[src/rtl/uart_tx_serializer.sv]
// UART transmit serializer: start bit, 5-8 LSB-first data bits, optional parity, 1-2 stop bits.
// Every bit is held for div clocks; frame config is latched when the byte is accepted.
module uart_tx_serializer #(
    parameter int unsigned DIV_W      = 16,
    parameter logic        IDLE_LEVEL = 1'b1
) (
    input  logic             clk_i,
    input  logic             rst_n_i,
    input  logic [7:0]       din_8b_i,
    input  logic             din_valid_i,
    input  logic [DIV_W-1:0] div_i,
    input  logic [1:0]       data_len_2b_i,
    input  logic             stop_2bit_i,
    input  logic             parity_en_i,
    input  logic [1:0]       parity_mode_2b_i,
    output logic             tx_o,
    output logic             tx_busy_o,
    output logic             overrun_o
);

    typedef enum logic [2:0] {
        IDLE,
        START,
        DATA,
        PARITY,
        STOP
    } state_t;

    state_t           state;
    logic [DIV_W-1:0] cnt;
    logic [DIV_W-1:0] div_q;
    logic [7:0]       shreg;
    logic [2:0]       bit_idx;
    logic [2:0]       last_idx;
    logic             stop2_q;
    logic             par_en_q;
    logic             par_bit_q;
    logic             stop_idx;
    logic             bit_last;

    // Parity over the low N = 5 + len bits only; upper bits of the byte are ignored.
    function automatic logic calc_parity(input logic [7:0] d, input logic [1:0] len,
                                         input logic [1:0] mode);
        logic [7:0] mask;
        logic       x;
        mask = 8'hFF >> (2'd3 - len);
        x    = ^(d & mask);
        case (mode)
            2'd0:    calc_parity = ~x;
            2'd1:    calc_parity = x;
            2'd2:    calc_parity = 1'b0;
            default: calc_parity = 1'b1;
        endcase
    endfunction

    assign bit_last = (cnt == div_q - DIV_W'(1));

    always_ff @(posedge clk_i or negedge rst_n_i) begin
        if (!rst_n_i) begin
            state     <= IDLE;
            cnt       <= '0;
            div_q     <= DIV_W'(1);
            shreg     <= '0;
            bit_idx   <= '0;
            last_idx  <= '0;
            stop2_q   <= 1'b0;
            par_en_q  <= 1'b0;
            par_bit_q <= 1'b0;
            stop_idx  <= 1'b0;
            tx_o      <= IDLE_LEVEL;
            tx_busy_o <= 1'b0;
            overrun_o <= 1'b0;
        end else begin
            overrun_o <= 1'b0;
            // Any strobe while a frame is in flight is dropped and flagged.
            if (state != IDLE) begin
                overrun_o <= din_valid_i;
                cnt       <= bit_last ? '0 : cnt + DIV_W'(1);
            end
            case (state)
                IDLE: begin
                    if (din_valid_i) begin
                        shreg     <= din_8b_i;
                        div_q     <= (div_i == '0) ? DIV_W'(1) : div_i;
                        last_idx  <= 3'(3'd4 + 3'(data_len_2b_i));
                        stop2_q   <= stop_2bit_i;
                        par_en_q  <= parity_en_i;
                        par_bit_q <= calc_parity(din_8b_i, data_len_2b_i, parity_mode_2b_i);
                        cnt       <= '0;
                        tx_o      <= 1'b0;
                        tx_busy_o <= 1'b1;
                        state     <= START;
                    end
                end
                START: begin
                    if (bit_last) begin
                        tx_o    <= shreg[0];
                        shreg   <= shreg >> 1;
                        bit_idx <= '0;
                        state   <= DATA;
                    end
                end
                DATA: begin
                    if (bit_last) begin
                        if (bit_idx == last_idx) begin
                            if (par_en_q) begin
                                tx_o  <= par_bit_q;
                                state <= PARITY;
                            end else begin
                                tx_o     <= IDLE_LEVEL;
                                stop_idx <= 1'b0;
                                state    <= STOP;
                            end
                        end else begin
                            tx_o    <= shreg[0];
                            shreg   <= shreg >> 1;
                            bit_idx <= bit_idx + 3'd1;
                        end
                    end
                end
                PARITY: begin
                    if (bit_last) begin
                        tx_o     <= IDLE_LEVEL;
                        stop_idx <= 1'b0;
                        state    <= STOP;
                    end
                end
                STOP: begin
                    if (bit_last) begin
                        if (stop2_q && !stop_idx) begin
                            stop_idx <= 1'b1;
                        end else begin
                            tx_o      <= IDLE_LEVEL;
                            tx_busy_o <= 1'b0;
                            state     <= IDLE;
                        end
                    end
                end
                default: begin
                    tx_o      <= IDLE_LEVEL;
                    tx_busy_o <= 1'b0;
                    state     <= IDLE;
                end
            endcase
        end
    end

endmodule
[config.mk]
export PLATFORM = sky130hd
export DESIGN_NAME = uart_tx_serializer
export DESIGN_NICKNAME = d
export VERILOG_FILES = /design/src/rtl/uart_tx_serializer.sv
export SDC_FILE = /design/constraint.sdc
export NUM_CORES = 1
export LEC_CHECK = 0
export BUFFER_PORTS_ARGS = -buffer_cell sky130_fd_sc_hd__buf_2
export CAP_MARGIN = 10
export CORE_UTILIZATION = 46
export CTS_BUF_LIST = sky130_fd_sc_hd__clkbuf_4 sky130_fd_sc_hd__clkbuf_8
export CTS_CLUSTER_SIZE = 30
export DETAILED_ROUTE_END_ITERATION = 8
export PLACE_DENSITY = 0.7
export SLEW_MARGIN = 5
export SYNTH_ARGS = -nofsm -noshare
export SYNTH_HDL_FRONTEND = slang
export SYNTH_SLANG_ARGS = --single-unit
[constraint.sdc]
create_clock -name clk_i -period 8.3 [get_ports clk_i]
set_input_delay 1.66 -clock clk_i [delete_from_list [all_inputs] [get_ports clk_i]]
set_output_delay 1.66 -clock clk_i [all_outputs]
set_load 0.01 [all_outputs]
# == Yosys cells after proc, flatten, opt, wreduce, memory -nomap -nowiden ==
# Index checks and enable logic that the tools add are counted.
# totals
reg_bits,56
wordCells,103
# op_classes
add_sub_neg,5
n_eq_ne,18
shift,1
mux,45
bitwise,3
reduce_logical,18
# ops
operator,n
two-way mux 16 bit,5
two-way mux 3 bit,11
two-way mux 8 bit,4
case mux 8 bit (3 select lines),1
!= test 2 bit (second input constant),10
two-way mux 1 bit,18
adder 16 x 1 -> 16 bit (second input constant),1
== test 16 bit,1
logical NOT 16 bit,1
subtractor 16 x 1 -> 16 bit (second input constant),1
case mux 3 bit (5 select lines),1
AND reduction 7 bit,2
case mux 1 bit (3 select lines),3
nonzero test 3 bit,3
bitwise AND 8 bit,1
AND reduction 4 bit,2
XOR reduction 8 bit,1
>> shifter 8 x 2 -> 8 bit (first input constant),1
== test 3 x 2 -> 1 bit (second input constant),2
case mux 3 bit (2 select lines),1
AND reduction 6 bit,1
case mux 1 bit (5 select lines),1
AND reduction 5 bit,1
adder 3 x 1 -> 3 bit (second input constant),1
other kinds (15),16

# == Longest topological paths before layout ==
# Gate-level depths: netlist of run 1.
# logic_depth
word_depth,6
depth_mapped,12
mapped_depth_nobuf,10

# == Least setup slack after synthesis of run 1 ==
# Ideal clock, no wire load.
# synth_timing
path_kind,input-to-reg
from,in din_valid_i
to,reg div_q[10]
setup_time_ps,125
t_arrival_ps,2887
required_ps,8175
path_slack_ps,5289
cell_stages,4
path_buffers,1
path_cell_list,nand2_1 nor2_1 clkbuf_1 mux2_2
# synth_via
elab_chain_cells,1
# synth_lines
element,line,source
start: declaration,10,"input logic din_valid_i,"
AND reduction 2 bit (no source line),-,
end signal: assignment,84,div_q <= (div_i == '0) ? DIV_W'(1) : div_i;
end: declaration,31,logic [DIV_W-1:0] div_q;
# Every way passes these cells.
# A chain may end at the register's enable or synchronous reset.

# == Final worst setup path of run 1 ==
# layout_timing
from,reg div_q[0]
to,reg cnt[8]
# layout_via
elab_chain_cells,6
# layout_lines
element,line,source
subtractor 16 x 1 -> 16 bit *,56,assign bit_last = (cnt == div_q - DIV_W'(1));
== test 16 bit *,56,
two-way mux 16 bit *,78,cnt <= bit_last ? '0 : cnt + DIV_W'(1);
two-way mux 16 bit *,76,if (state != IDLE) begin
two-way mux 16 bit,82,if (din_valid_i) begin
two-way mux 16 bit *,80,case (state)
end signal: assignment,78,
end: declaration,30,logic [DIV_W-1:0] cnt;
# Mark *: on every way between the ends. The rest lies on a longest branch, timed or not.

==> results.tsv, run 1 <==
stage	metric	value	unit
status	status	completed	
logic_synthesis	Top FF cell, synth	dfrtp_1	
setup_path	crit path kind	register to register	
power	Overall Power	1080	uW
detailed_routing	Initial DRC Count	177	
logic_synthesis	Syn Std Cell Area	0.00339	mm^2
finish	filler cell count	633	
clock_network	TritonCTS clock tree	done	
logic_synthesis	EDFF count, synth	0	
setup_path	crit end category	register	
detailed_routing	highest metal used	met4	
logic_synthesis	syn nets	384	
sta	final setup TNS	0	ns
global_route	GRT Util Overall	18.7	%
power	Max IR drop VDD	0.125	mV
detailed_routing	DRC	0	
clock_network	H-Tree Depth	2	
place	RePlAce Congestion	0.875	
die	Cell Rows	30	
finish	Layout Nets	414	
die	Die Y	87.8	um
global_route	initial antenna violation count	0	
detailed_routing	routed len/inst	14.5	um
sta	Period minus WS final	3.44	ns
global_route	vias in the first global route	2397	
finish	post-layout util	54.0	%
finish	layout cells sized above 1	23.0	%
clock_network	# hold bufs at CTS	0	
sta	Clock Skew	0.00505	ns
logic_synthesis	area leader, netlist	dfrtp_1	
detailed_routing	met3 routed WL	258	um
detailed_routing	post-route ant nets	0	
clock_network	CTS Sinks	56	
run	Max Cap Viol	0	
detailed_routing	metal2 WL	3390	um
power	Pleak	0.00171	uW
clock_network	Clock Path Buffers	2	
min_path	worst hold path startpoint	shreg[2]	
logic_synthesis	post-synthesis sequential element count	56	
clock_network	CTS Buf Count	5	
finish	most frequent cells in the layout	54 x dfrtp_1, 39 x nor2_1, 35 x buf_2	
die	Die W	87.8	um
logic_synthesis	Synth Instances	348	
logic_synthesis	sequential area share after synthesis	41.4	%
die	Initial Util	48.8	%
detailed_routing	Vias/cell	5.44	
clock_network	post-cts sizing count	0	
logic_synthesis	Mapped Avg Cell Area	9.74	um^2
sta	Final Cycle Share	41.4	%
clock_network	Clock Latency Late Sink	0.30	ns
logic_synthesis	top post-synthesis cells by area	dfrtp_1 40%, mux2_2 7.3%, xnor2_1 5.9%	
clock_network	Clock transition at path regs	0.10	ns
logic_synthesis	Post-synth ARST share	100	%
setup_path	CP startpoint kind	register	
finish	Post-Layout Cell Count	475	
die	IO Pins	36	
sta	FMAX	291	MHz
place	cell total after placement	467	
sta	Hold Fails Final Rpt	0	
finish	register area	0.00140	mm^2
clock_network	clk root buf	clkbuf_8	
clock_network	postcts setup bufs	0	
setup_path	worst reg2reg path startpoint	div_q[0]	
logic_synthesis	Ys Warns	0	
detailed_routing	Metal-1 WL	3180	um
min_path	Hold Crit Class	register to register	
place	DP Wirelength	4960	um
setup_path	Critical path origin	div_q[0]	
place	Port Buffers	35	
sta	Final Setup Violations	0	
logic_synthesis	Yosys cell types	58	
die	Core Region	0.00694	mm^2
sta	RSZ-0062 raised after global routing	false	
detailed_routing	Routed WL	6900	um
sta	max-slew violations	0	
detailed_routing	total iterations of the first detailed-routing run	4	
finish	area grow syn2layout	10.7	%
sta	Slew HR	35.5	%
global_route	first-pass GRT wire length	11300	um
setup_path	worst-path fanout max	19	
logic_synthesis	Synth top area share	39.9	%
finish	antenna cells	0	
global_route	grt ovf	0	
sta	Slew @ Worst Pin	0.966	ns
finish	area of the multi-input gates	0.00189	mm^2
power	cell area power density	289	mW/mm^2
die	die area	0.00771	mm^2
setup_path	CP required	8.46	ns
global_route	largest net degree at the start of global routing	57	
detailed_routing	via count	2582	
setup_path	crit path DAT	3.59	ns
finish	most common cell after layout, fill and taps aside	dfrtp_1	
[worst max-delay path: stages (launching register included)]
cell and delay (ns):
dfstp_2 0.60, inv_1 0.06, ha_1 0.30, xor2_1 0.20
nor4b_1 0.32, a311oi_1 0.11, a211oi_2 0.42, nand4b_4 0.31
o21bai_1 0.85, nor2_1 0.12
[synth_stat cells (all sizes together), types with 2 or more instances]
master and count:
clkbuf 12, mux2i 3, or2 3, nand2 31
a21oi 13, or4 2, nor4 5, ha 3
dfstp 2, mux2 27, and2 3, nand4 3
nand2b 4, o2111ai 2, xnor2 23, a21o 2
nor4b 3, inv 7, o21bai 3, a211oi 4
o21ai 16, a41oi 2, and4b 2, nor2 42
a22o 4, or3 3, nand3 9, nor3 10
and3 5, dfrtp 54, nand4b 2, buf 3
nand3b 2, xor2 20, nor3b 4, o21a 2
nor2b 2, o31a 2
[state kept, by name, indices dropped and copies added, names as in the netlist]
signal	flops
par_bit_q	1
div_q	16
tx_o	1
par_en_q	1
cnt	16
last_idx	3
overrun_o	1
tx_busy_o	1
bit_idx	3
state	3
shreg	8
stop2_q	1
stop_idx	1
[power breakdown]
group | internal (uW) | switching, uW
registers | 363 | 110
logic | 221 | 211
clock network | 93.0 | 86.6
[metrics by stage]
stage | setup WS (ns) | area, um^2 | hold slack (ns)
3_5_place_dp | 4.86 | 3640 | 0.486
3_3_place_gp | 4.94 | 3640 | 0.477
5_1_grt | 4.45 | 3750 | 0.529
2_1_floorplan | 5.29 | 3390 | 0.458
6_report | 4.86 | 3750 | 0.510
4_1_cts | 4.85 | 3750 | 0.512
[layout make-up]
type	count	share of cell area [%]
Inverter	7	0.701
Clock buffer	6	2.04
Tap cell	96	3.20
Multi-Input combinational cell	270	50.4
Sequential cell	56	37.4
Timing Repair Buffer	38	5.27
Clock inverter	2	0.934
[worst paths after layout]
| path | to | slack, ns | cells after the start |
|---|---|---|---|
| min reg2reg | shreg[2] | 0.51 | 1 |
| min in group asynchronous | cnt[12] | 1.48 | 2 |
| max reg2reg | cnt[8] | 4.86 | 9 |
| max | cnt[8] | 4.86 | 9 |
| min | shreg[2] | 0.51 | 1 |
| max in group asynchronous | state[0] | 6.35 | 2 |
[kinds of logic after synthesis]
logic type,count (synthesis),share of synthesized area (%)
multiplexers,30,10.4
XOR/XNOR,43,11.1
AND/OR/NAND/NOR,137,21.6
buffers and inverters,22,2.84
AO/OA/AOI/OAI,57,11.4
adder cells (fa/ha/maj),3,1.11
flip-flops,56,41.4
[metal layers]
layer / vias to the layer above / global-route usage [%]
met3: 8 / 3.68
met2: 51 / 31.9
met1: 1237 / 24.3
li1: 1286 / -
met4: 0 / 5.07
met5: - / 0
Note: power is estimated with default switching activity, not from simulation.
==> run 2, diff against run 1 <==
- clock period: 8.3 -> 3.3 ns (I/O delays scaled with it)
==> results.tsv, run 2 (synthesized netlist as in run 1, its figures left out) <==
stage	metric	value	unit	change
finish	antenna cells	0		unchanged
sta	Slew @ Worst Pin	0.601	ns	-0.365 ns
sta	max-slew violations	0		unchanged
sta	Hold Fails Final Rpt	0		unchanged
finish	most frequent cells in the layout	54 x dfrtp_1, 39 x nor2_1, 35 x buf_2		
sta	Slew HR	60.0	%	+24 points
die	Cell Rows	30		unchanged
setup_path	CP startpoint kind	register		
place	Port Buffers	35		unchanged
global_route	first-pass GRT wire length	11800	um	+3.9%
power	Max IR drop VDD	0.330	mV	+160%
finish	design area	0.00376	mm^2	+0.33%
place	Post-DP Area	0.00367	mm^2	+0.96%
setup_path	CP required	3.50	ns	-4.96 ns
global_route	largest net degree at the start of global routing	31		-46%
global_route	GRT Util Overall	19.9	%	+1.2 points
finish	layout cells sized above 1	23.6	%	+0.61 points
finish	post-layout util	54.2	%	+0.18 points
clock_network	Clock transition at path regs	0.10	ns	about the same
finish	area grow syn2layout	11.0	%	
finish	filler cell count	639		+0.95%
setup_path	crit path DAT	3.32	ns	-0.27 ns
detailed_routing	routed len/inst	15.1	um	+4.3%
finish	Layout Nets	417		+0.72%
finish	register area	0.00140	mm^2	unchanged
finish	biggest regs	cnt: 16 flops, div_q: 16 flops, shreg: 8 flops		
clock_network	Clock Latency Late Sink	0.31	ns	about the same
sta	Final Setup Violations	0		unchanged
sta	Final Cycle Share	94.4	%	+53 points
status	status	completed		
clock_network	# hold bufs at CTS	0		unchanged
detailed_routing	total iterations of the first detailed-routing run	4		unchanged
clock_network	Clock Path Buffers	2		unchanged
sta	final setup TNS	0	ns	unchanged
detailed_routing	via count	2594		+0.46%
die	die area	0.00771	mm^2	unchanged
clock_network	TritonCTS clock tree	done		
die	IO Pins	36		unchanged
clock_network	CTS Sinks	56		unchanged
detailed_routing	Initial DRC Count	143		-19%
detailed_routing	post-route ant nets	0		unchanged
die	Core Region	0.00694	mm^2	unchanged
setup_path	crit path kind	register to register		
sta	Clock Skew	0.00826	ns	+0.00320 ns
detailed_routing	Vias/cell	5.43		-0.17%
detailed_routing	DRC	0		unchanged
clock_network	CTS Buf Count	5		unchanged
clock_network	H-Tree Depth	2		unchanged
finish	area of the multi-input gates	0.00189	mm^2	unchanged
clock_network	post-cts sizing count	0		unchanged
clock_network	clk root buf	clkbuf_8		
setup_path	crit end category	register		
sta	RSZ-0062 raised after global routing	false		
sta	FMAX	321	MHz	+10%
die	Initial Util	48.8	%	unchanged
finish	most common cell after layout, fill and taps aside	dfrtp_1		
global_route	initial antenna violation count	0		unchanged
sta	Period minus WS final	3.11	ns	-0.322 ns
die	Die Y	87.8	um	unchanged
die	Die W	87.8	um	unchanged
power	cell area power density	713	mW/mm^2	+150%
run	Max Cap Viol	0		unchanged
clock_network	postcts setup bufs	0		unchanged
place	DP Wirelength	5370	um	+8.4%
setup_path	worst-path fanout max	7		-12
setup_path	Worst R2R Path Depth	8		-1
global_route	vias in the first global route	2407		+0.42%
place	RePlAce Congestion	0.939		+7.4%
power	Pleak	0.00172	uW	+0.48%
detailed_routing	Routed WL	7230	um	+4.9%
min_path	Hold Crit Class	input pin to async pin		
global_route	grt ovf	0		unchanged
## run 2: changes by cell type in the layout (fill, tap and decap cells not counted), sizes merged
cell    previous run  this run
bufinv             1         0
clkbuf             6         7
buf               38        41
## run 2: per-stage QoR
| step | power, uW | hold WS [ns] | instances | setup slack [ns] |
|---|---|---|---|---|
| floorplan | 2020 | 0.364 | 348 | 0.359 |
| global placement | 2250 | 0.473 | 470 | 0.268 |
| detailed placement | 2300 | 0.478 | 470 | 0.211 |
| CTS | 2690 | 0.362 | 478 | 0.194 |
| global route | 2880 | 0.383 | 478 | 0.0488 |
| finish | 2680 | 0.345 | 478 | 0.185 |
## run 2: final cells by class
type	instances	area share, %
inverter	7	0.698
multi-input combinational	270	50.2
clock inverter	1	0.133
sequential	56	37.3
clock buffer	7	2.23
timing repair buffer	41	6.19
tap	96	3.19
## run 2: path summary, 6_finish.rpt
check	start	endpoint	slack, ns
min reg2reg	last_idx[2]	last_idx[2]	0.49
min	rst_n_i	overrun_o	0.35
max in group asynchronous	rst_n_i	div_q[0]	2.11
max	div_q[9]	shreg[4]	0.19
max reg2reg	div_q[9]	shreg[4]	0.19
min in group clk_i	last_idx[2]	last_idx[2]	0.49
## run 2: routing by layer
metal,track usage (%),wire [um],up-vias
met3,4.34,258,2
li1,-,-,1291
met1,26.4,3340,1237
met5,0,0,-
met4,3.58,14,0
met2,33.8,3620,64
## run 2: critical path: stages (launching register included)
cell and delay, ns:
dfrtp_1 0.47, or4_1 0.66, or3_1 0.38, a211o_1 0.29, a21o_1 0.21, nand3b_4 0.15
o31a_4 0.37, nor2_8 0.16, mux2_4 0.32
## run 2: where the power goes
group,switching [uW],leakage (uW),internal [uW]
Combinational,543,0.000965,556
Sequential,282,0.000707,913
Clock,221,0.0000491,166
==> run 3, diff against run 2 <==
- ABC_AREA: not set -> 1
==> results.tsv, run 3 <==
stage	metric	value	unit	change
setup_path	CP required	3.50	ns	about the same
finish	area grow syn2layout	10.1	%	
finish	antenna cells	0		unchanged
global_route	fraction of met1 tracks used by global routing	32.2	%	+5.8 points
detailed_routing	via count	3346		+29%
global_route	initial antenna violation count	0		unchanged
global_route	largest net degree at the start of global routing	45		+45%
logic_synthesis	Ys Warns	0		unchanged
logic_synthesis	mux cell area share after synthesis	0	%	-10 points
logic_synthesis	Mapped Avg Cell Area	6.94	um^2	-29%
sta	Hold Fails Final Rpt	0		unchanged
logic_synthesis	Adder-Cell Fraction of Synth Area	1.03	%	-0.074 points
clock_network	# hold bufs at CTS	0		unchanged
place	Port Buffers	35		unchanged
finish	most frequent cells in the layout	189 x nand2_1, 63 x nor2_1, 59 x inv_1		
detailed_routing	Routed WL	8510	um	+18%
clock_network	H-Tree Depth	2		unchanged
setup_path	CP max stage delay	0.56	ns	-0.10 ns
setup_path	crit end category	register		
detailed_routing	Initial DRC Count	232		+62%
sta	final setup TNS	0	ns	unchanged
detailed_routing	Vias/cell	5.05		-7.0%
global_route	grt met3 use	2.53	%	-1.8 points
logic_synthesis	Synth Instances	523		+50%
global_route	grt ovf	0		unchanged
setup_path	Crit path depth	16		+8
status	status	completed		
die	Core Region	0.00769	mm^2	+11%
sta	Final Setup Violations	0		unchanged
logic_synthesis	Post-synth ARST share	100	%	unchanged
die	die area	0.00826	mm^2	+7.0%
logic_synthesis	EDFF count, synth	0		unchanged
detailed_routing	total iterations of the first detailed-routing run	5		+1
die	Cell Rows	32		+6.7%
logic_synthesis	Top FF cell, synth	dfrtp_1		
die	IO Pins	36		unchanged
logic_synthesis	sequential area share after synthesis	38.6	%	-2.8 points
sta	Period minus WS final	2.50	ns	-0.612 ns
sta	hold slack	0.479	ns	+0.134 ns
finish	biggest regs	cnt: 16 flops, div_q: 16 flops, shreg: 8 flops		
logic_synthesis	post-synthesis sequential element count	56		unchanged
setup_path	crit path kind	register to register		
sta	RSZ-0062 raised after global routing	false		
global_route	vias in the first global route	3007		+25%
logic_synthesis	commonest cells in the netlist	189 x nand2_1, 64 x nor2_1, 59 x inv_1		
sta	Slew HR	33.9	%	-26 points
sta	max-slew violations	0		unchanged
global_route	met2 track demand over resource	34.3	%	+0.45 points
logic_synthesis	xor/xnor cell area share of the yosys netlist	7.72	%	-3.4 points
place	RePlAce Congestion	1.01		+7.2%
sta	Final Cycle Share	75.8	%	-19 points
finish	Layout Nets	596		+43%
setup_path	worst reg2reg path startpoint	div_q[0]		
logic_synthesis	count leader, synth	nand2_1		
setup_path	Critical path origin	div_q[0]		
logic_synthesis	Yosys cell types	35		-40%
power	Pleak	0.00206	uW	+19%
setup_path	crit path to	shreg[6]		
clock_network	TritonCTS clock tree	done		
setup_path	CP Cell Sequence	inv_1 > ha_1 > nand2_1 > inv_1 > nor2_1 > nand2_1 > nor2_1 > nand2_1 > nor2_1 > nand3_1 > nor2_1 > nand3_2 > nand2_4 > nand2_2 > nand2_1 > o21ai_2		
logic_synthesis	Synth Area in Compound Gates	6.37	%	-5.1 points
setup_path	CP startpoint kind	register		
sta	FMAX	400	MHz	+24%
global_route	first-pass GRT wire length	14400	um	+22%
place	DP Wirelength	6620	um	+23%
setup_path	Worst R2R Setup Slack	0.80	ns	+0.61 ns
setup_path	worst-path fanout max	11		+4
logic_synthesis	Synth top area share	37.2	%	-2.7 points
die	Die Y	90.9	um	+3.5%
run	Max Cap Viol	0		unchanged
detailed_routing	post-route ant nets	0		unchanged
clock_network	Clock Latency Late Sink	0.31	ns	about the same
setup_path	crit-path leading delay family	simple AND/OR/NAND/NOR gates		
clock_network	clk root buf	clkbuf_8		
detailed_routing	DRC	0		unchanged
logic_synthesis	Synth Area in Simple Gates	38.9	%	+17 points
clock_network	Clock Path Buffers	2		unchanged
min_path	Hold Crit Class	register to register		
clock_network	CTS Sinks	56		unchanged
setup_path	RR Endpoint	shreg[6]		
clock_network	Clock transition at path regs	0.10	ns	about the same
setup_path	Buf/Inv on CP	2		+2
power	Max IR drop VDD	0.379	mV	+15%
setup_path	crit path DAT	2.70	ns	-0.62 ns
finish	post-layout util	52.0	%	-2.1 points
sta	Clock Skew	0.0110	ns	+0.00272 ns
setup_path	Slowest-stage cell, CP	dfstp_2		
sta	Slew @ Worst Pin	0.991	ns	+0.390 ns
logic_synthesis	area leader, netlist	dfrtp_1		
setup_path	Worst R2R Path Depth	16		+8
logic_synthesis	top post-synthesis cells by area	dfrtp_1 37%, nand2_1 20%, nor2_1 6.6%		
logic_synthesis	syn nets	559		+46%
finish	filler cell count	789		+23%
power	cell area power density	852	mW/mm^2	+20%
global_route	GRT Util Overall	21.8	%	+1.9 points
finish	most common cell after layout, fill and taps aside	nand2_1		
clock_network	post-cts sizing count	0		unchanged
die	Die W	90.9	um	+3.5%
global_route	busiest grt layer	met2		
logic_synthesis	Syn Std Cell Area	0.00363	mm^2	+7.2%
logic_synthesis	largest family of logic cells by synthesized area	simple AND/OR/NAND/NOR gates		
power	Overall Power	3410	uW	+27%
finish	layout cells sized above 1	12.5	%	-11 points
clock_network	CTS Buf Count	5		unchanged
die	Initial Util	47.2	%	-1.5 points
clock_network	postcts setup bufs	0		unchanged
detailed_routing	routed len/inst	12.8	um	-15%
[run 3: changes by cell type after synthesis, moves of 5 or more]
cell	previous run	this run
a21oi_1	13	4
nand4_1	3	11
and3_1	5	0
nand3_1	9	29
xnor2_1	23	12
mux2_4	5	0
inv_1	7	59
mux2_2	22	0
clkbuf_1	11	4
nor3_1	10	4
nand2_1	31	189
o21ai_0	16	22
nor2_1	40	64
[run 3: worst register-to-register path, cell delays in order (launching register included)]
cell     delay, ns
dfstp_2       0.56
inv_1         0.10
ha_1          0.33
nand2_1       0.07
inv_1         0.04
nor2_1        0.07
nand2_1       0.08
nor2_1        0.11
nand2_1       0.05
nor2_1        0.10
nand3_1       0.10
nor2_1        0.14
nand3_2       0.14
nand2_4       0.14
nand2_2       0.18
nand2_1       0.12
o21ai_2       0.06
[run 3: where the power goes]
| group | switching (uW) | internal [uW] |
|---|---|---|
| Sequential | 252 | 948 |
| Clock | 241 | 151 |
| Combinational | 1190 | 624 |
[run 3: kinds of logic (layout without fill, tap and decap cells)]
family	count (synthesis)	in the layout
and+or+nand+nor	326	326
buffers and inverters	66	104
adders and majority gates	3	3
AOI/OAI and AO/OA	40	40
xor gates and xnor gates	32	32
DFF	56	56
[run 3: metrics by stage]
stage,cell area (um^2),worst slack (ns),std cells
floorplan,3630,1.15,523
global placement,3910,0.906,655
detailed placement,3910,0.879,655
CTS,4000,0.852,663
global route,4000,0.669,663
finish,4000,0.797,663
[run 3: per-layer routing]
layer / wire (um) / vias up
met4: 91 / 0
met2: 3820 / 88
met5: 0 / -
met1: 4180 / 1544
met3: 414 / 8
li1: - / 1706
[run 3: worst min path at each step]
| stage | startpoint | to | slack (ns) | cells after the start |
|---|---|---|---|---|
| 2_1_floorplan | rst_n_i | bit_idx[0] | 0.36 | 0 |
| 3_3_place_gp | stop_idx | stop_idx | 0.45 | 2 |
| 3_5_place_dp | stop_idx | stop_idx | 0.46 | 2 |
| 4_1_cts | stop_idx | stop_idx | 0.48 | 2 |
| 5_1_grt | shreg[3] | shreg[3] | 0.51 | 2 |
| 6_report | stop_idx | stop_idx | 0.48 | 2 |
[run 3: area by class of cell]
class,count,area (um^2),area share (%)
Inverter,59,221,5.54
Clock buffer,5,68.8,1.72
Sequential cell,56,1400,35.1
Timing Repair Buffer,37,190,4.75
Multi-Input combinational cell,401,1960,49.1
Clock inverter,3,23.8,0.594
Tap cell,102,128,3.19
